==> src/rtl/i2c_ctrl_pkg.sv <==
// Shared types for the I2C byte controller: command opcodes, FSM states and
// the byte width handled per data command.
package i2c_ctrl_pkg;

  localparam int BYTE_BITS = 8;
  localparam int STATE_W   = 4;

  typedef enum logic [1:0] {
    OP_START = 2'd0,
    OP_STOP  = 2'd1,
    OP_WRITE = 2'd2,
    OP_READ  = 2'd3
  } op_t;

  // Each non-IDLE, non-DONE state is one SCL half-period long.
  typedef enum logic [STATE_W-1:0] {
    ST_IDLE    = 4'd0,
    ST_REP_A   = 4'd1,
    ST_REP_B   = 4'd2,
    ST_START_A = 4'd3,
    ST_START_B = 4'd4,
    ST_BIT_LO  = 4'd5,
    ST_BIT_HI  = 4'd6,
    ST_ACK_LO  = 4'd7,
    ST_ACK_HI  = 4'd8,
    ST_STOP_A  = 4'd9,
    ST_STOP_B  = 4'd10,
    ST_STOP_C  = 4'd11,
    ST_DONE    = 4'd12
  } state_t;

endpackage

==> src/rtl/i2c_clk_div.sv <==
// Half-period timer: counts 0..CLK_DIV-1 and flags the last count as a tick.
// clr restarts the count so a new phase always starts from zero.
module i2c_clk_div #(
  parameter int CLK_DIV = 4
) (
  input  logic clk,
  input  logic rst_n,
  input  logic clr,
  output logic tick
);

  localparam int CW = (CLK_DIV > 2) ? $clog2(CLK_DIV) : 1;
  localparam logic [CW-1:0] LAST = CW'(CLK_DIV - 1);

  logic [CW-1:0] cnt_q;
  logic [CW-1:0] cnt_d;

  assign tick = (cnt_q == LAST);

  // Next count: wrap on tick, restart on clr.
  always_comb begin
    cnt_d = cnt_q + 1'b1;
    if (clr || tick) begin
      cnt_d = '0;
    end
  end

  // Counter register with synchronous reset.
  always_ff @(posedge clk) begin
    if (!rst_n) begin
      cnt_q <= '0;
    end else begin
      cnt_q <= cnt_d;
    end
  end

endmodule

==> src/rtl/i2c_byte_ctrl.sv <==
// Command sequencer for an I2C master byte datapath. Generates SCL and the
// open-drain SDA enable for START / STOP / WRITE / READ, steers the external
// shift register and reports completion with a one-cycle response pulse.
//
// Handshake: a command is taken in the cycle where cmd_valid & cmd_ready are
// both high; cmd_ready is high only in IDLE, so requests raised while busy are
// dropped rather than queued. rsp_valid is a single-cycle pulse with no
// back-pressure; rsp_nack / rsp_data are valid in that cycle.
module i2c_byte_ctrl
  import i2c_ctrl_pkg::*;
#(
  parameter int CLK_DIV = 4
) (
  input  logic                 clk,
  input  logic                 rst_n,
  input  logic                 cmd_valid,
  output logic                 cmd_ready,
  input  logic [1:0]           cmd_op,
  input  logic [BYTE_BITS-1:0] cmd_data,
  input  logic                 cmd_nack,
  output logic                 rsp_valid,
  output logic                 rsp_nack,
  output logic [BYTE_BITS-1:0] rsp_data,
  output logic                 busy,
  output logic                 sr_en_w,
  output logic                 sr_shift_en,
  output logic                 sr_rw_en,
  output logic [BYTE_BITS-1:0] sr_parallel_in,
  input  logic [BYTE_BITS-1:0] sr_parallel_out,
  input  logic                 sr_sda_out,
  input  logic                 sda_in,
  output logic                 scl_out,
  output logic                 sda_oe,
  output logic [STATE_W-1:0]   dbg_state
);

  localparam logic [2:0] LAST_BIT = 3'(BYTE_BITS - 1);

  state_t               state_q;
  op_t                  op_q;
  logic                 nack_q;
  logic [2:0]           bit_cnt_q;
  logic                 scl_q;
  logic                 sda_oe_q;
  logic                 scl_hold_q;
  logic                 rsp_valid_q;
  logic                 rsp_nack_q;
  logic [BYTE_BITS-1:0] rsp_data_q;

  logic tick;
  logic clr;
  logic accept;
  logic phase_tick;
  logic wr_data_phase;

  assign cmd_ready  = (state_q == ST_IDLE);
  assign busy       = ~cmd_ready;
  assign accept     = rst_n & cmd_valid & cmd_ready;
  assign phase_tick = tick & (state_q != ST_IDLE) & (state_q != ST_DONE);
  // Every state change restarts the half-period timer.
  assign clr        = accept | phase_tick | (state_q == ST_DONE);

  i2c_clk_div #(
    .CLK_DIV(CLK_DIV)
  ) u_clk_div (
    .clk  (clk),
    .rst_n(rst_n),
    .clr  (clr),
    .tick (tick)
  );

  // While a byte is being written the SDA driver follows the shift register
  // MSB directly, so the freshly shifted bit is on the line at BIT_LO entry.
  assign wr_data_phase = (op_q == OP_WRITE) &&
                         ((state_q == ST_BIT_LO) || (state_q == ST_BIT_HI));

  assign sr_en_w        = accept & (cmd_op == OP_WRITE);
  assign sr_parallel_in = sr_en_w ? cmd_data : '0;
  assign sr_rw_en       = rst_n & ((accept & (cmd_op == OP_READ)) |
                                   ((state_q != ST_IDLE) & (op_q == OP_READ)));
  // Write shifts after bits 0..6 only; read shifts in all 8 sampled bits.
  assign sr_shift_en    = rst_n & (state_q == ST_BIT_HI) & tick &
                          ((op_q == OP_READ) | (bit_cnt_q != LAST_BIT));

  assign scl_out   = scl_q;
  assign sda_oe    = wr_data_phase ? ~sr_sda_out : sda_oe_q;
  assign rsp_valid = rsp_valid_q;
  assign rsp_nack  = rsp_nack_q;
  assign rsp_data  = rsp_data_q;
  assign dbg_state = state_q;

  // Sequencer: state, bus levels and response registers updated on entry.
  always_ff @(posedge clk) begin
    if (!rst_n) begin
      state_q     <= ST_IDLE;
      op_q        <= OP_START;
      nack_q      <= 1'b0;
      bit_cnt_q   <= '0;
      scl_q       <= 1'b1;
      sda_oe_q    <= 1'b0;
      scl_hold_q  <= 1'b1;
      rsp_valid_q <= 1'b0;
      rsp_nack_q  <= 1'b0;
      rsp_data_q  <= '0;
    end else begin
      rsp_valid_q <= 1'b0;
      case (state_q)
        ST_IDLE: begin
          if (accept) begin
            op_q       <= op_t'(cmd_op);
            nack_q     <= cmd_nack;
            bit_cnt_q  <= '0;
            rsp_nack_q <= 1'b0;
            case (op_t'(cmd_op))
              OP_START: begin
                if (scl_hold_q) begin
                  state_q    <= ST_START_A;
                  scl_q      <= 1'b1;
                  sda_oe_q   <= 1'b1;
                  scl_hold_q <= 1'b0;
                end else begin
                  // SCL is parked low: release SDA and raise SCL first.
                  state_q  <= ST_REP_A;
                  scl_q    <= 1'b0;
                  sda_oe_q <= 1'b0;
                end
              end
              OP_STOP: begin
                state_q  <= ST_STOP_A;
                scl_q    <= 1'b0;
                sda_oe_q <= 1'b1;
              end
              default: begin
                state_q  <= ST_BIT_LO;
                scl_q    <= 1'b0;
                sda_oe_q <= 1'b0;
              end
            endcase
          end
        end
        ST_REP_A: begin
          if (tick) begin
            state_q <= ST_REP_B;
            scl_q   <= 1'b1;
          end
        end
        ST_REP_B: begin
          if (tick) begin
            state_q    <= ST_START_A;
            sda_oe_q   <= 1'b1;
            scl_hold_q <= 1'b0;
          end
        end
        ST_START_A: begin
          if (tick) begin
            state_q <= ST_START_B;
            scl_q   <= 1'b0;
          end
        end
        ST_START_B: begin
          if (tick) begin
            state_q     <= ST_DONE;
            rsp_valid_q <= 1'b1;
          end
        end
        ST_BIT_LO: begin
          if (tick) begin
            state_q <= ST_BIT_HI;
            scl_q   <= 1'b1;
          end
        end
        ST_BIT_HI: begin
          if (tick) begin
            scl_q <= 1'b0;
            if (bit_cnt_q == LAST_BIT) begin
              state_q  <= ST_ACK_LO;
              sda_oe_q <= (op_q == OP_READ) ? ~nack_q : 1'b0;
            end else begin
              state_q   <= ST_BIT_LO;
              bit_cnt_q <= bit_cnt_q + 3'd1;
            end
          end
        end
        ST_ACK_LO: begin
          if (tick) begin
            state_q <= ST_ACK_HI;
            scl_q   <= 1'b1;
          end
        end
        ST_ACK_HI: begin
          if (tick) begin
            state_q     <= ST_DONE;
            rsp_valid_q <= 1'b1;
            if (op_q == OP_READ) begin
              rsp_data_q <= sr_parallel_out;
            end else begin
              rsp_nack_q <= sda_in;
            end
          end
        end
        ST_STOP_A: begin
          if (tick) begin
            state_q <= ST_STOP_B;
            scl_q   <= 1'b1;
          end
        end
        ST_STOP_B: begin
          if (tick) begin
            state_q    <= ST_STOP_C;
            sda_oe_q   <= 1'b0;
            scl_hold_q <= 1'b1;
          end
        end
        ST_STOP_C: begin
          if (tick) begin
            state_q     <= ST_DONE;
            rsp_valid_q <= 1'b1;
          end
        end
        ST_DONE: begin
          state_q <= ST_IDLE;
          scl_q   <= scl_hold_q;
        end
        default: begin
          state_q <= ST_IDLE;
        end
      endcase
    end
  end

endmodule

==> config.mk <==
export PLATFORM = sky130hd
export DESIGN_NAME = i2c_byte_ctrl
export DESIGN_NICKNAME = d
export VERILOG_FILES = /design/src/rtl/i2c_ctrl_pkg.sv /design/src/rtl/i2c_clk_div.sv /design/src/rtl/i2c_byte_ctrl.sv
export SDC_FILE = /design/constraint.sdc
export NUM_CORES = 1
export LEC_CHECK = 0
export BUFFER_PORTS_ARGS = -buffer_cell sky130_fd_sc_hd__buf_2
export CORE_UTILIZATION = 45
export DETAILED_ROUTE_END_ITERATION = 12
export GPL_ROUTABILITY_DRIVEN = 1
export PLACE_DENSITY = 0.77
export SKIP_CTS_REPAIR_TIMING = 1
export SYNTH_ARGS = -nofsm -noshare
export SYNTH_HDL_FRONTEND = slang
export SYNTH_HIERARCHICAL = 1
export SYNTH_SLANG_ARGS = --single-unit
==> constraint.sdc <==
create_clock -name clk -period 1.75 [get_ports clk]
set_input_delay 0.0875 -clock clk [delete_from_list [all_inputs] [get_ports clk]]
set_output_delay 0.0875 -clock clk [all_outputs]
set_load 0.01 [all_outputs]
---- Yosys cells after proc, flatten, opt, wreduce, memory -nomap -nowiden ----
Index checks and enable logic that the tools add are counted.
storage, ports and cells
  bits in registers ....................... 25
  latch bits .............................. 0
  memory bits (writable) .................. 0
  memory bits (read-only) ................. 0
  input port bits ......................... 24
  output and inout port bits .............. 29
  word-level logic and storage cells ...... 134
  memories ................................ 0
operators by class
  add/sub/neg operators ................... 2
  multipliers ............................. 0
  divide/modulo/power cells ............... 0
  order comparisons ....................... 0
  eq/ne operators ......................... 38
  shift operators ......................... 0
  mux-type cells .......................... 40
  bitwise logic cells ..................... 19
  reductions and logical operators ........ 24
operators with widths
  kind                                           number
  2-to-1 mux 4 bit                               10
  case mux 4 bit (10 select lines)               1
  != test 2 bit, second input constant           11
  == test 4 bit, second input constant           5
  == test 4 x 3 -> 1 bit, second input constant  4
  2-to-1 mux 1 bit                               16
  != test 2 x 1 -> 1 bit, second input constant  6
  AND reduction 4 bit                            3
  nonzero test 4 bit                             3
  AND 1 bit                                      11
  == test 2 bit, second input constant           5
  AND reduction 10 bit                           1
  2-to-1 mux 3 bit                               3
  == test 4 x 2 -> 1 bit, second input constant  2
  2-to-1 mux 8 bit                               1
  case mux 1 bit (4 select lines)                2
  case mux 4 bit (2 select lines)                1
  case mux 3 bit (2 select lines)                1
  AND reduction 6 bit                            1
  AND reduction 5 bit                            1
  == test 4 x 1 -> 1 bit, second input constant  1
  zero test 4 bit                                1
  2-to-1 mux 2 bit                               2
  != test 4 bit, second input constant           1
  19 further kinds                               30

---- Logic depth before layout (Yosys ltp) ----
Gate-level depths: netlist of the first run.
  word-level depth ........................ 7
  depth in mapped cells ................... 7
  gate-level depth less buffers ........... 6

---- Modules after synthesis ----
The synthesis of the first run kept the hierarchy.
modules (own cells, without submodules)
  module         times used  cells each  area an instance (µm²)  sequential area each (µm²)
  i2c_byte_ctrl  1           182         1,475.2                 460.4
  i2c_clk_div    1           5           80.1                    40.0

---- Worst setup path after synthesis of the first run ----
No wires, ideal clock.
  path type ............................... reg2out
  start point ............................. reg state_q[0] (netlist: dbg_state[0])
  end point ............................... out sr_parallel_in[0]
  data arrival time ....................... 1.752 ns
  data required time ...................... 1.662 ns
  slack ................................... -0.089 ns
  stages on the path, launching flop included .. 8
  buffers on the path ..................... 2
  path through ............................ dfxtp_1 -> buf_6 -> or4_4 -> buf_6 -> clkinv_4 -> nand3_4 -> nor3_4 -> and2_1
between the ends
  cells in the longest elaborated chain, start to end .. 4
ends and longest elaborated chain
  item                    RTL line              text
  from (decl)             i2c_byte_ctrl.sv:39   state_t state_q;
  from (signal assigned)  i2c_byte_ctrl.sv:95   state_q <= ST_IDLE;
  from (signal assigned)  i2c_byte_ctrl.sv:117  state_q <= ST_START_A;
  from (signal assigned)  i2c_byte_ctrl.sv:123  state_q <= ST_REP_A;
  zero test 4 bit         i2c_byte_ctrl.sv:56   assign cmd_ready = (state_q == ST_IDLE);
  net cmd_ready           i2c_byte_ctrl.sv:17   output logic cmd_ready,
  AND 1 bit               i2c_byte_ctrl.sv:58   assign accept = rst_n & cmd_valid & cmd_ready;
  AND 1 bit               i2c_byte_ctrl.sv:77   assign sr_en_w = accept & (cmd_op == OP_WRITE);
  net sr_en_w             i2c_byte_ctrl.sv:25   output logic sr_en_w,
  2-to-1 mux 8 bit        i2c_byte_ctrl.sv:78   assign sr_parallel_in = sr_en_w ? cmd_data : '0;
  to (decl)               i2c_byte_ctrl.sv:28   output logic [BYTE_BITS-1:0] sr_parallel_in,
The timed path passes the listed nets, and every way through them passes these cells.

---- Worst setup path after layout of the first run ----
  start point ............................. reg state_q[0] (netlist: dbg_state[0])
  end point ............................... out sr_parallel_in[5]
between the ends
  cells in the longest elaborated chain, start to end .. 4
ends and longest elaborated chain
  item              RTL line
  zero test 4 bit   i2c_byte_ctrl.sv:56
  AND 1 bit         i2c_byte_ctrl.sv:58
  AND 1 bit         i2c_byte_ctrl.sv:77
  2-to-1 mux 8 bit  i2c_byte_ctrl.sv:78
Every way passes these cells.

==> out/results.txt, run 1 <==
The synthesized design contains 0 enable-type register cells. The tools report the number of antenna violations at the first check in global routing as 0. Setup violations remaining at the end of the flow were counted as 20. Clock tree synthesis found a total of 25 sinks. Counting both buffers and inverters, the worst setup path holds a total of 2.

The fraction of registers with async set or reset after synthesis was 0. For this run, the leading register cell type out of synthesis is sky130_fd_sc_hd__dfxtp_1. Ratio of total power to cell area: 670.4 nW/µm². Sorting the synthesized cells by area gives the leading types as sky130_fd_sc_hd__dfxtp_1, sky130_fd_sc_hd__mux2i_1, sky130_fd_sc_hd__nand2_1. Setup repair after global routing could not meet its margin everywhere. The detailed-route DRC error count is 0.

After detailed routing, no signal wire sits above met4. The part of the Yosys area used for sequential elements is 0.3218. The signal on the critical path passes through or4_4, clkinv_4, nand3_4, nor3_2, and2_1, buf_2. Total die area: 3695 µm².

Once detailed placement completed, the half-perimeter wirelength came to 3.019 mm. For the via count of the first global-routing pass, the log shows 1,343. In this run, CTS created clock tree buffers numbering 3. The static leakage was 0.8938 nW; the number of nets in the finished design was 283. The worst hold path belongs to the class in2reg. Counting buffers and inverters, the worst setup path is 6 cells deep. The run finished, with violations left. Overall power consumption after layout is estimated at 1.390 mW.

The area growth from synthesis to layout is 33.31%. The worst register-to-register path has a depth of 5. The total via count after detailed routing is 1,658. The number of different library cells used by synthesis comes to 55. The largest single stage delay on the critical path is 550 ps. Entering global routing, the biggest net connects 21 pins.

After detailed placement, the design holds a cell count of 289. The worst-path cell with the longest stage delay was sky130_fd_sc_hd__or4_4. The most common cell in the synthesized netlist was sky130_fd_sc_hd__dfxtp_1. The floorplan step set the die height to 60.79 µm. The number of design-rule violations left by the first detailed-router iteration is 64. The worst path arrival time is 1970 ps, and the width of the die is 60.79 µm. The number of antenna diodes in the final layout is 0. The combined global-route utilization of all metal layers was 0.2276. Routability-driven placement finished with a final weighted congestion of 0.8372. The pre-antenna-repair detailed-routing pass consisted of 4 iterations. The routed design has 4.190 mm of wire.

The logs give 53 for the count of pins on the block boundary and 1 for the number of levels the H-tree was split into. Wire segments on met3 add up to 259 µm in the final route. The detailed router put a total of 1.931 mm of wire on met1. A synthesized cell averages 8.317 µm². For this run the aggregate overflow at the end of global routing stands at 0.

Clock-pin slew was measured on the worst setup and hold paths at 140 ps. After synthesis, the most frequently instantiated cells are sky130_fd_sc_hd__dfxtp_1, sky130_fd_sc_hd__nand2_1, sky130_fd_sc_hd__nor2_1. The final period demand of the worst path was 2055 ps; the clock skew after layout was 6.737 ps.

The tools report the post-synthesis instance area as 1555 µm². The worst hold path was traced through 3 stages. The largest total area in the synthesized netlist belongs to sky130_fd_sc_hd__dfxtp_1. After detailed routing, the average wire length per cell comes to 14.01 µm. The peak supply drop was 0.5119 mV; the maximum fanout count along the critical path was 5. Synthesis inferred 25 register bits.

The detail route stage leaves a number of antenna-violating nets equal to 0. Synthesized netlist cell count: 187. In this design, the largest share of critical-path delay is due to simple AND/OR/NAND/NOR gates. The category of the worst setup path capture point is an output port.

Data on the critical path is required at its endpoint by 1660 ps. The via count normalized by instance count came out at 5.545. Starting density of the core: 0.4933.

Worst hold margin: -2.375 ps. The initialized floorplan defines 20 standard-cell rows. The count of final max-slew check failures came out at 0.

The worst-case clock buffer depth is 2, and the global-route wire length before repair is 6.265 mm. Input and output buffers added on the ports amount to 52. The run gives 3153 µm² as the standard cell core area. The tools report the total of warnings raised by yosys as 6. The fraction of layout cells with a size suffix above 1 works out to 0.3882. In this run the clock root is driven by a sky130_fd_sc_hd__clkbuf_4.

The final critical-path share of the clock period came out at 1.174. Wire segments on met2 add up to 1.971 mm in the final route. Synthesis produced a netlist with a net count of 214. The clock latency on the worst-skew pair is 310 ps. TritonCTS built the clock tree. The portion of synthesized cell area occupied by the leading cell type was 0.3218; the minimum setup slack in the final design was -304.7 ps. The count of max-cap constraint violations came out at 0. Excluding fillers, the count of instances in the completed layout stands at 299.

Static timing analysis puts the maximum clock frequency at 0.4867 GHz. The final reports fail on negative hold slack, negative setup slack. Final count of hold timing violations: 1. STA classifies the critical path startpoint as a register.

The slew at the pin closest to its max-slew limit came out at 445.0 ps. The remaining max-slew budget at the tightest pin was 0.7030. The setup path with the least slack is of type reg2out.
through the flow:
stage	area, µm²	setup TNS [ps]	hold WS (ps)	worst slack [ps]	utilization
floorplan	1559	-642.7	196.1	-79.50	-
global placement	1958	-11.68	284.1	-11.68	0.6210
detailed placement	1958	0	291.1	1.268	0.6210
CTS	1986	-3418	-39.90	-345.6	0.6298
global route	2073	-4945	4.555	-418.2	0.6575
finish	2073	-3096	-2.375	-304.7	0.6575
cells by family after synthesis:
| logic type | Yosys count | share of synthesized area |
|---|---|---|
| compound gates | 48 | 0.2124 |
| xor+xnor | 2 | 0.01127 |
| fa+ha+maj | 3 | 0.02414 |
| buf+inv | 21 | 0.06517 |
| flops | 25 | 0.3218 |
| mux | 11 | 0.07080 |
| simple gates | 77 | 0.2945 |
worst min-delay path, delay by kind of cell:
family        cells  cell delay (ps)
buf+inv           1               70
mux               1               50
simple gates      1               70
power by group:
part           internal, mW  total (mW)  switching (mW)  leakage [nW]
sequential            0.604       0.635          0.0307         0.205
combinational         0.234       0.499           0.265         0.671
clock                0.0855       0.255           0.170        0.0177
cell usage in the layout (no fill, tap or decap), drive strengths merged, types with 2 or more instances in the layout:
cell type | Yosys | routed
buf | 5 | 75
dfxtp | 25 | 25
nand2 | 18 | 18
nor2 | 18 | 18
a21oi | 12 | 12
mux2i | 11 | 11
o21ai | 8 | 8
and2 | 8 | 8
nand3 | 8 | 8
inv | 5 | 5
a211oi | 4 | 4
nor4b | 4 | 4
nor2b | 3 | 3
or4b | 3 | 3
o311ai | 3 | 3
clkbuf | 10 | 3
dlygate4sd3 | 0 | 3
ha | 3 | 3
nor3 | 2 | 3
o211ai | 2 | 2
nor3b | 2 | 2
a31oi | 2 | 2
o21a | 2 | 2
or4 | 2 | 2
clkinv | 1 | 2
o32ai | 2 | 2
a221oi | 2 | 2
sequential cells by signal (all words and copies together), names as in the netlist:
signal,count
op_q,2
rsp_valid,1
rsp_data,8
u_clk_div/cnt_q,2
dbg_state,4
sda_oe_q,1
scl_hold_q,1
bit_cnt_q,3
rsp_nack,1
scl_out,1
nack_q,1
final timing paths:
check	from	end	slack, ps
min	sr_parallel_out[1]	rsp_data[1]	-2
max	dbg_state[0]	sr_parallel_in[5]	-300
max reg2reg	dbg_state[3]	rsp_nack	-60
min reg2reg	nack_q	nack_q	470
routing by layer:
layer  vias up  global-route usage
li1        823                   -
met1       771              0.3290
met2        62              0.3564
met3         2             0.04478
met4         0             0.03896
met5         -                   0
area by class of cell:
cell class,count,area (µm²)
multi-input cells,142,982.2
inverters,6,27.53
clock inverters,1,5.005
fillers,298,1080
repair buffers,78,469.2
clock buffers,3,22.52
flip-flops and latches,25,511.7
well taps,44,55.05
(Power assumes the default switching activity.)
==> run 2, diff against run 1 <==
--- a/config.mk
+++ b/config.mk
@@ -9,6 +9,7 @@
 export CORE_UTILIZATION = 45
 export DETAILED_ROUTE_END_ITERATION = 12
 export GPL_ROUTABILITY_DRIVEN = 1
+export GPL_TIMING_DRIVEN = 0
 export PLACE_DENSITY = 0.77
 export SKIP_CTS_REPAIR_TIMING = 1
 export SYNTH_ARGS = -nofsm -noshare
==> run 2 against run 1 <==
Effect of this change: the run still ends with negative hold slack, negative setup slack left; sequential cell count is the same; global-route usage grew 0.48 points; non-clock buffer count increased by 3; via count is 5.0% higher.
==> out/results.txt, run 2 (synthesized netlist as in run 1, its figures left out) <==
The flow ran to the end, but the final reports show violations. The final reports fail on negative hold slack, negative setup slack. The tools report the post-placement worst setup slack as -309.6 ps (-310.9 ps).

The run gives 0 (unchanged) as the count of max-cap constraint violations. For the count of clock tree sinks, the log shows 25 (unchanged). The combined global-route utilization of all metal layers came out at 0.2323 (+0.004786). Buffer cell driving the clock tree root: sky130_fd_sc_hd__clkbuf_4. The logs give 6.403 mm (+2.2%) for the global-route wire length before repair and 0.4244 mV (-17%) for the peak supply drop. The antenna diode count was 0 (unchanged); the number of buffer and inverter instances along the worst setup path was 3 (+1). The slew at the pin closest to its max-slew limit is 504.7 ps (+59.70 ps). On the critical path, the stage with the largest delay is an instance of sky130_fd_sc_hd__or4_4. For the post-route antenna net violation count, the log shows 0 (unchanged).

The final HPWL from detailed placement came out at 2.979 mm (-1.3%). The switching power share of the total came out at 0.3525 (+0.01752). The count of final max-slew check failures is 0 (unchanged), and the internal power summed over all cells is 943.1 µW (+2.0%). The iteration count of the initial detailed-routing pass is 4 (unchanged). The via count normalized by instance count is 5.765 (+4.0%), and the clock skew after layout is 14.75 ps (+8.015 ps).

The total of endpoints with negative setup slack in the final report is 17 (-15%), and the number of design-rule violations left by the first detailed-router iteration is 137 (+110%). The average routed wire per standard cell is 14.89 µm (+6.3%), and the total die area is 3695 µm² (unchanged). The family with the most delay on the worst path is simple AND/OR/NAND/NOR gates. The number of flip-flops in the largest register is 8 (unchanged), and the total power is 1.457 mW (+4.8%).

The critical path is of the reg2out type. The peak clock frequency supported by timing came out at 0.4552 GHz (-6.5%). The logs give 286 (+1.1%) for the number of nets in the finished design and 0.435 (-0.022) for the sequential group share of total power.

Fraction of layout cells with a size suffix above 1: 0.4031 (+0.01487). The final count of hold timing violations is 3 (+2). Leaving out fill and tap cells, the most frequent cells in the layout are sky130_fd_sc_hd__buf_2, sky130_fd_sc_hd__dfxtp_1, sky130_fd_sc_hd__nand2_1, sky130_fd_sc_hd__nor2_1. The class of the tightest hold or removal check is in2reg.

The tools report the clock buffer count from CTS as 3 (unchanged). The most common cell after layout, fill and taps aside was sky130_fd_sc_hd__buf_2. The detailed-route DRC error count came out at 0 (unchanged). The data required time of the worst path is 1660 ps (about the same), and the maximum fanout count along the critical path is 6 (+1). Total congestion overflow: 0 (unchanged). The final period demand of the worst path is 2197 ps (+142.2 ps).

Number of buffers added on ports: 52 (unchanged). The clock-pin slew on the worst setup and hold paths is 160 ps (+20 ps), and the worst-case clock buffer depth is 2 (unchanged). The count of pins on the block boundary came out at 53 (unchanged). The combinational group share of total power is 0.371 (+0.012), and the switching power is 513.5 µW (+10%).

The die height came out at 60.79 µm (unchanged). The minimum setup slack in the final design is -446.9 ps (-142.2 ps). The number of levels the H-tree was split into was 1 (unchanged); the width of the die was 60.79 µm (unchanged). For the area of the multi-input gates, the log shows 1031 µm² (+5.0%). The worst stage delay on the critical path works out to 600 ps (+50 ps).

The register area is 514.2 µm² (+0.49%), and the ratio of total power to cell area is 678.1 nW/µm² (+1.1%). Category of the worst setup path capture point: an output port. The logs give 0 (unchanged) for the number of antenna violations at the first check in global routing and 4.497 mm (+7.3%) for the routed wire length. STA classifies the critical path startpoint as a register. The run gives -6.127 ps (-3.752 ps) as the worst hold margin. The tools report the via count of the first global-routing pass as 1,443 (+7.4%).

The worst path arrival time was 2110 ps (+140 ps); the standard cell core area was 3153 µm² (unchanged). The signal on the critical path passes through or4_4, clkinv_4, nand3_4, buf_4, nor3_4, and2_1, buf_2. The clock network fraction of design power was 0.194 (+0.010). TritonCTS built the clock tree. The run gives 20 (unchanged) as the total number of placement rows. The weighted congestion reported at the end of routability-driven placement is 0.9373 (+12%), and the largest net degree at the start of global routing is 16 (-24%). The layout overhead on the synthesized area came out at 38.13%. The logs give 1,741 (+5.0%) for the total via count after detailed routing and 330 ps (+20 ps) for the clock latency on the worst-skew pair.

The run gives 0.4933 (unchanged) as the starting density of the core. The remaining max-slew budget at the tightest pin came out at 0.6636 (-0.03948). The static leakage was 0.8998 nW (+0.67%).

The final critical-path share of the clock period was 1.255 (+0.08126). Setup repair after global routing could not meet its margin everywhere. The tools report the filler cell count as 281 (-5.7%).
## run 2: tightest hold or removal path, stage by stage
cell and delay (ps):
sky130_fd_sc_hd__buf_2 80, sky130_fd_sc_hd__mux2i_1 50, sky130_fd_sc_hd__nor2_1 70
## run 2: cell type report
type / instances / area share
tap: 44 / 0.02563
timing repair buffer: 67 / 0.1870
sequential: 25 / 0.2394
inverter: 6 / 0.01281
multi-input combinational: 142 / 0.4799
clock inverter: 1 / 0.003494
buffer: 14 / 0.04135
clock buffer: 3 / 0.01048
## run 2: final timing paths
path | start | endpoint | slack [ps] | cells after the start
max reg2reg | dbg_state[2] | u_clk_div/cnt_q[1] | -180 | 7
min | sr_parallel_out[3] | rsp_data[3] | -6 | 3
min reg2reg | u_clk_div/cnt_q[0] | u_clk_div/cnt_q[0] | 430 | 1
max | dbg_state[3] | sr_parallel_in[5] | -450 | 7
## run 2: metal layers
layer	vias up	global-route usage	routed length, µm
met4	0	0.1136	63
met2	100	0.3407	2060
met3	8	0.02345	430
li1	835	-	-
met5	-	0	0
met1	798	0.3390	1942
## run 2: power by group through the flow
stage	registers [mW]	logic, mW	clock network [mW]
2_1_floorplan	0.647	0.304	0
3_3_place_gp	0.647	0.436	0
3_5_place_dp	0.647	0.438	0
4_1_cts	0.635	0.439	0.292
5_1_grt	0.640	0.582	0.315
6_report	0.634	0.541	0.282
## run 2: through the flow
step	TNS (ps)	cell area [µm²]	utilization	std cells
final	-4710	2148	0.6813	302
after global routing	-6562	2148	0.6813	302
after CTS	-10310	1904	0.6040	287
after detailed placement	-5386	1874	0.5944	283
after global placement	-5154	1874	0.5944	283
after floorplan	-642.7	1559	-	187
==> run 3, diff against run 2 <==
--- a/config.mk
+++ b/config.mk
@@ -6,11 +6,12 @@
 export NUM_CORES = 1
 export LEC_CHECK = 0
 export BUFFER_PORTS_ARGS = -buffer_cell sky130_fd_sc_hd__buf_2
-export CORE_UTILIZATION = 45
+export CELL_PAD_IN_SITES_DETAIL_PLACEMENT = 0
+export CELL_PAD_IN_SITES_GLOBAL_PLACEMENT = 2
+export CORE_UTILIZATION = 25
 export DETAILED_ROUTE_END_ITERATION = 12
-export GPL_ROUTABILITY_DRIVEN = 1
 export GPL_TIMING_DRIVEN = 0
-export PLACE_DENSITY = 0.77
+export PLACE_DENSITY = 0.76
 export SKIP_CTS_REPAIR_TIMING = 1
 export SYNTH_ARGS = -nofsm -noshare
 export SYNTH_HDL_FRONTEND = slang
==> run 3 against run 2 <==
Effect of this change: the run ends with negative setup slack left; hold slack better by 25 ps; core utilization shrank 31 points; non-clock buffer count shrank 6; die area rose by 77%; cell count up 8.3%; final area increased by 1.6%; worst setup slack improved by 70 ps; power increased by 7.9%; clock skew down 6.3 ps; combinational power is 3% higher; clock power rose by 29%; critical path depth is the same; largest power group unchanged.
==> out/results.txt, run 3 (synthesized netlist as in run 1, its figures left out) <==
The detailed-route DRC error count came out at 0 (unchanged). The run gives 0.1452 (-0.08713) as the combined global-route utilization of all metal layers. The run gives 53 (unchanged) as the count of pins on the block boundary. The filler cell count came out at 644 (+130%).

The via count of the first global-routing pass is 1,480 (+2.6%), and the worst stage delay on the critical path is 580 ps (-20 ps). The run gives 15 (-2) as the total of endpoints with negative setup slack in the final report. Final core utilization: 0.3664 (-0.3150). TritonCTS built the clock tree. The category of the worst setup path capture point was an output port. The largest individual stage delay along the critical path comes from the cell sky130_fd_sc_hd__or4_4.

The final critical-path share of the clock period works out to 1.215 (-0.04028). The clock-pin slew on the worst setup and hold paths was 100 ps (-60 ps). Most common cell after layout, fill and taps aside: sky130_fd_sc_hd__buf_2. The iteration count of the initial detailed-routing pass came out at 4 (unchanged).

The endpoint identified for the worst register-to-register timing path is u_clk_div/cnt_q[1]. The count of final max-slew check failures is 0 (unchanged), and the routed wire length is 4.847 mm (+7.8%). The clock latency on the worst-skew pair came out at 280 ps (-50 ps).

The flow ran to the end, but the final reports show violations. The remaining max-slew budget at the tightest pin is 0.6660 (+0.002460). Count of clock tree sinks: 25 (unchanged).

The final HPWL from detailed placement is 3.437 mm (+15%), and the worst hold path stage count is 3 (unchanged). The ratio of total power to cell area works out to 720.1 nW/µm² (+6.2%). The number of flip-flops in the largest register was 8 (unchanged); the total via count after detailed routing was 1,631 (-6.3%). The reg-to-reg critical path startpoint is dbg_state[2]. The logs give 0.4703 GHz (+3.3%) for the peak clock frequency supported by timing and 28 (+40%) for the total number of placement rows.

The standard cell core area was 5956 µm² (+89%). Among cell families on the critical path, the largest total delay comes from simple AND/OR/NAND/NOR gates. The most critical setup path has its startpoint at dbg_state[0]. The buffer cell driving the clock tree root was sky130_fd_sc_hd__clkbuf_8. The total congestion overflow was 0 (unchanged). In the layout the commonest cells are sky130_fd_sc_hd__buf_2, sky130_fd_sc_hd__dfxtp_1, sky130_fd_sc_hd__nand2_1.

The run gives 6541 µm² (+77%) as the total die area. For the count of max-cap constraint violations, the log shows 0 (unchanged). Setup repair after global routing could not meet its margin everywhere. The weighted congestion reported at the end of routability-driven placement came out at 0.8208 (-12%). The worst setup path category is reg2out. The tools report the worst path arrival time as 2040 ps (-70 ps). The maximum fanout count along the critical path came out at 6 (unchanged).

The number of cells on the worst reg-to-reg path is 6 (-1). The starting density of the core is 0.2611 (-0.2321). For the aggregate negative setup slack, the log shows -3393 ps (+1317 ps). The post-route antenna net violation count was 0 (unchanged); the final period demand of the worst path was 2126 ps (-70.49 ps). For the peak supply drop, the log shows 0.4207 mV (-0.86%). For hold timing, the worst endpoint is nack_q. The average routed wire per standard cell was 14.82 µm (-0.46%); the clock buffer count from CTS was 3 (unchanged). Slew at the pin closest to its max-slew limit: 501.0 ps (-3.690 ps). For the antenna diode count, the log shows 0 (unchanged).

The via count normalized by instance count was 4.988 (-13%). The worst hold path begins at cmd_nack. The layout overhead on the synthesized area is 40.31%, and the static leakage is 0.8865 nW (-1.5%).

The data required time of the worst path was 1660 ps (about the same). The logs give -60 ps (+120 ps) for the setup slack of the worst register-to-register path and 89 (-35%) for the number of design-rule violations left by the first detailed-router iteration. The fraction of layout cells with a size suffix above 1 works out to 0.4206 (+0.01753). The die height came out at 80.88 µm (+33%). The tools report the final count of hold timing violations as 0 (-3). The number of levels the H-tree was split into is 1 (unchanged). The number of buffers added on ports was 52 (unchanged). The path class of the tightest hold or removal check is in2reg. STA classifies the critical path startpoint as a register.

The clock skew after layout was 8.466 ps (-6.286 ps); the number of buffer and inverter instances along the worst setup path was 3 (unchanged). The logs give 7.410 mm (+16%) for the global-route wire length before repair and 0 (unchanged) for the number of antenna violations at the first check in global routing. The logs give 16 (unchanged) for the largest net degree at the start of global routing and -376.4 ps (+70.49 ps) for the minimum setup slack in the final design. Width of the die: 80.88 µm (+33%). The critical path goes through or4_4, clkinv_4, nand3_4, buf_4, nor3_4, and2_1, buf_2.

The number of nets in the finished design is 280 (-2.1%). The final reports fail on negative setup slack. The run gives 2 (unchanged) as the worst-case clock buffer depth.
[run 3: changes by cell type in the layout (fill, tap and decap cells not counted), sizes merged]
cell	change
buf	+1
clkbuf	-3
dlygate4sd3	-4
[run 3: through the flow]
stage / setup WS, ps / cells / hold WS (ps) / area, µm² / power (mW)
floorplan: -79.50 / 187 / 196.1 / 1559 / 0.9508
CTS: -549.6 / 318 / 11.97 / 1962 / 1.467
finish: -376.4 / 327 / 18.73 / 2182 / 1.571
detailed placement: -438.7 / 314 / 296.2 / 1913 / 1.098
global route: -462.1 / 327 / 33.52 / 2182 / 1.657
global placement: -441.2 / 314 / 290.2 / 1913 / 1.103
[run 3: cell type report]
cell class | instances | area, µm² | share of cell area
multi-input combinational | 142 | 1076 | 0.4931
buffer | 12 | 70.07 | 0.03211
inverter | 6 | 27.53 | 0.01261
clock buffer | 3 | 41.29 | 0.01892
sequential | 25 | 510.5 | 0.2339
timing repair buffer | 63 | 355.3 | 0.1628
clock inverter | 1 | 7.507 | 0.003440
tap | 75 | 93.84 | 0.04300
[run 3: tightest hold or removal path: stages]
cell and delay (ps):
sky130_fd_sc_hd__buf_2 80, sky130_fd_sc_hd__nand2_1 30, sky130_fd_sc_hd__o21ai_0 60
[run 3: worst max path at each step]
| stage | end | slack (ps) | cells past startpoint |
|---|---|---|---|
| after floorplan | sr_parallel_in[0] | -80 | 7 |
| after global routing | sr_parallel_in[0] | -460 | 7 |
| after CTS | sr_parallel_in[1] | -550 | 8 |
| final | sr_parallel_in[6] | -380 | 7 |
| after detailed placement | bit_cnt_q[0] | -440 | 6 |
| after global placement | bit_cnt_q[0] | -440 | 6 |
[run 3: where the power goes]
part | total, mW | internal (mW) | switching (mW)
clock network | 0.365 | 0.162 | 0.204
registers | 0.648 | 0.605 | 0.0427
logic | 0.558 | 0.264 | 0.294
[run 3: per-layer routing]
metal  vias to the layer above  part of all wire  GRT usage
met1                       753              0.50     0.2085
li1                        825                 -          -
met3                         4             0.051    0.02022
met4                         0            0.0097    0.03214
met2                        49              0.44     0.2277
met5                         -                 0          0
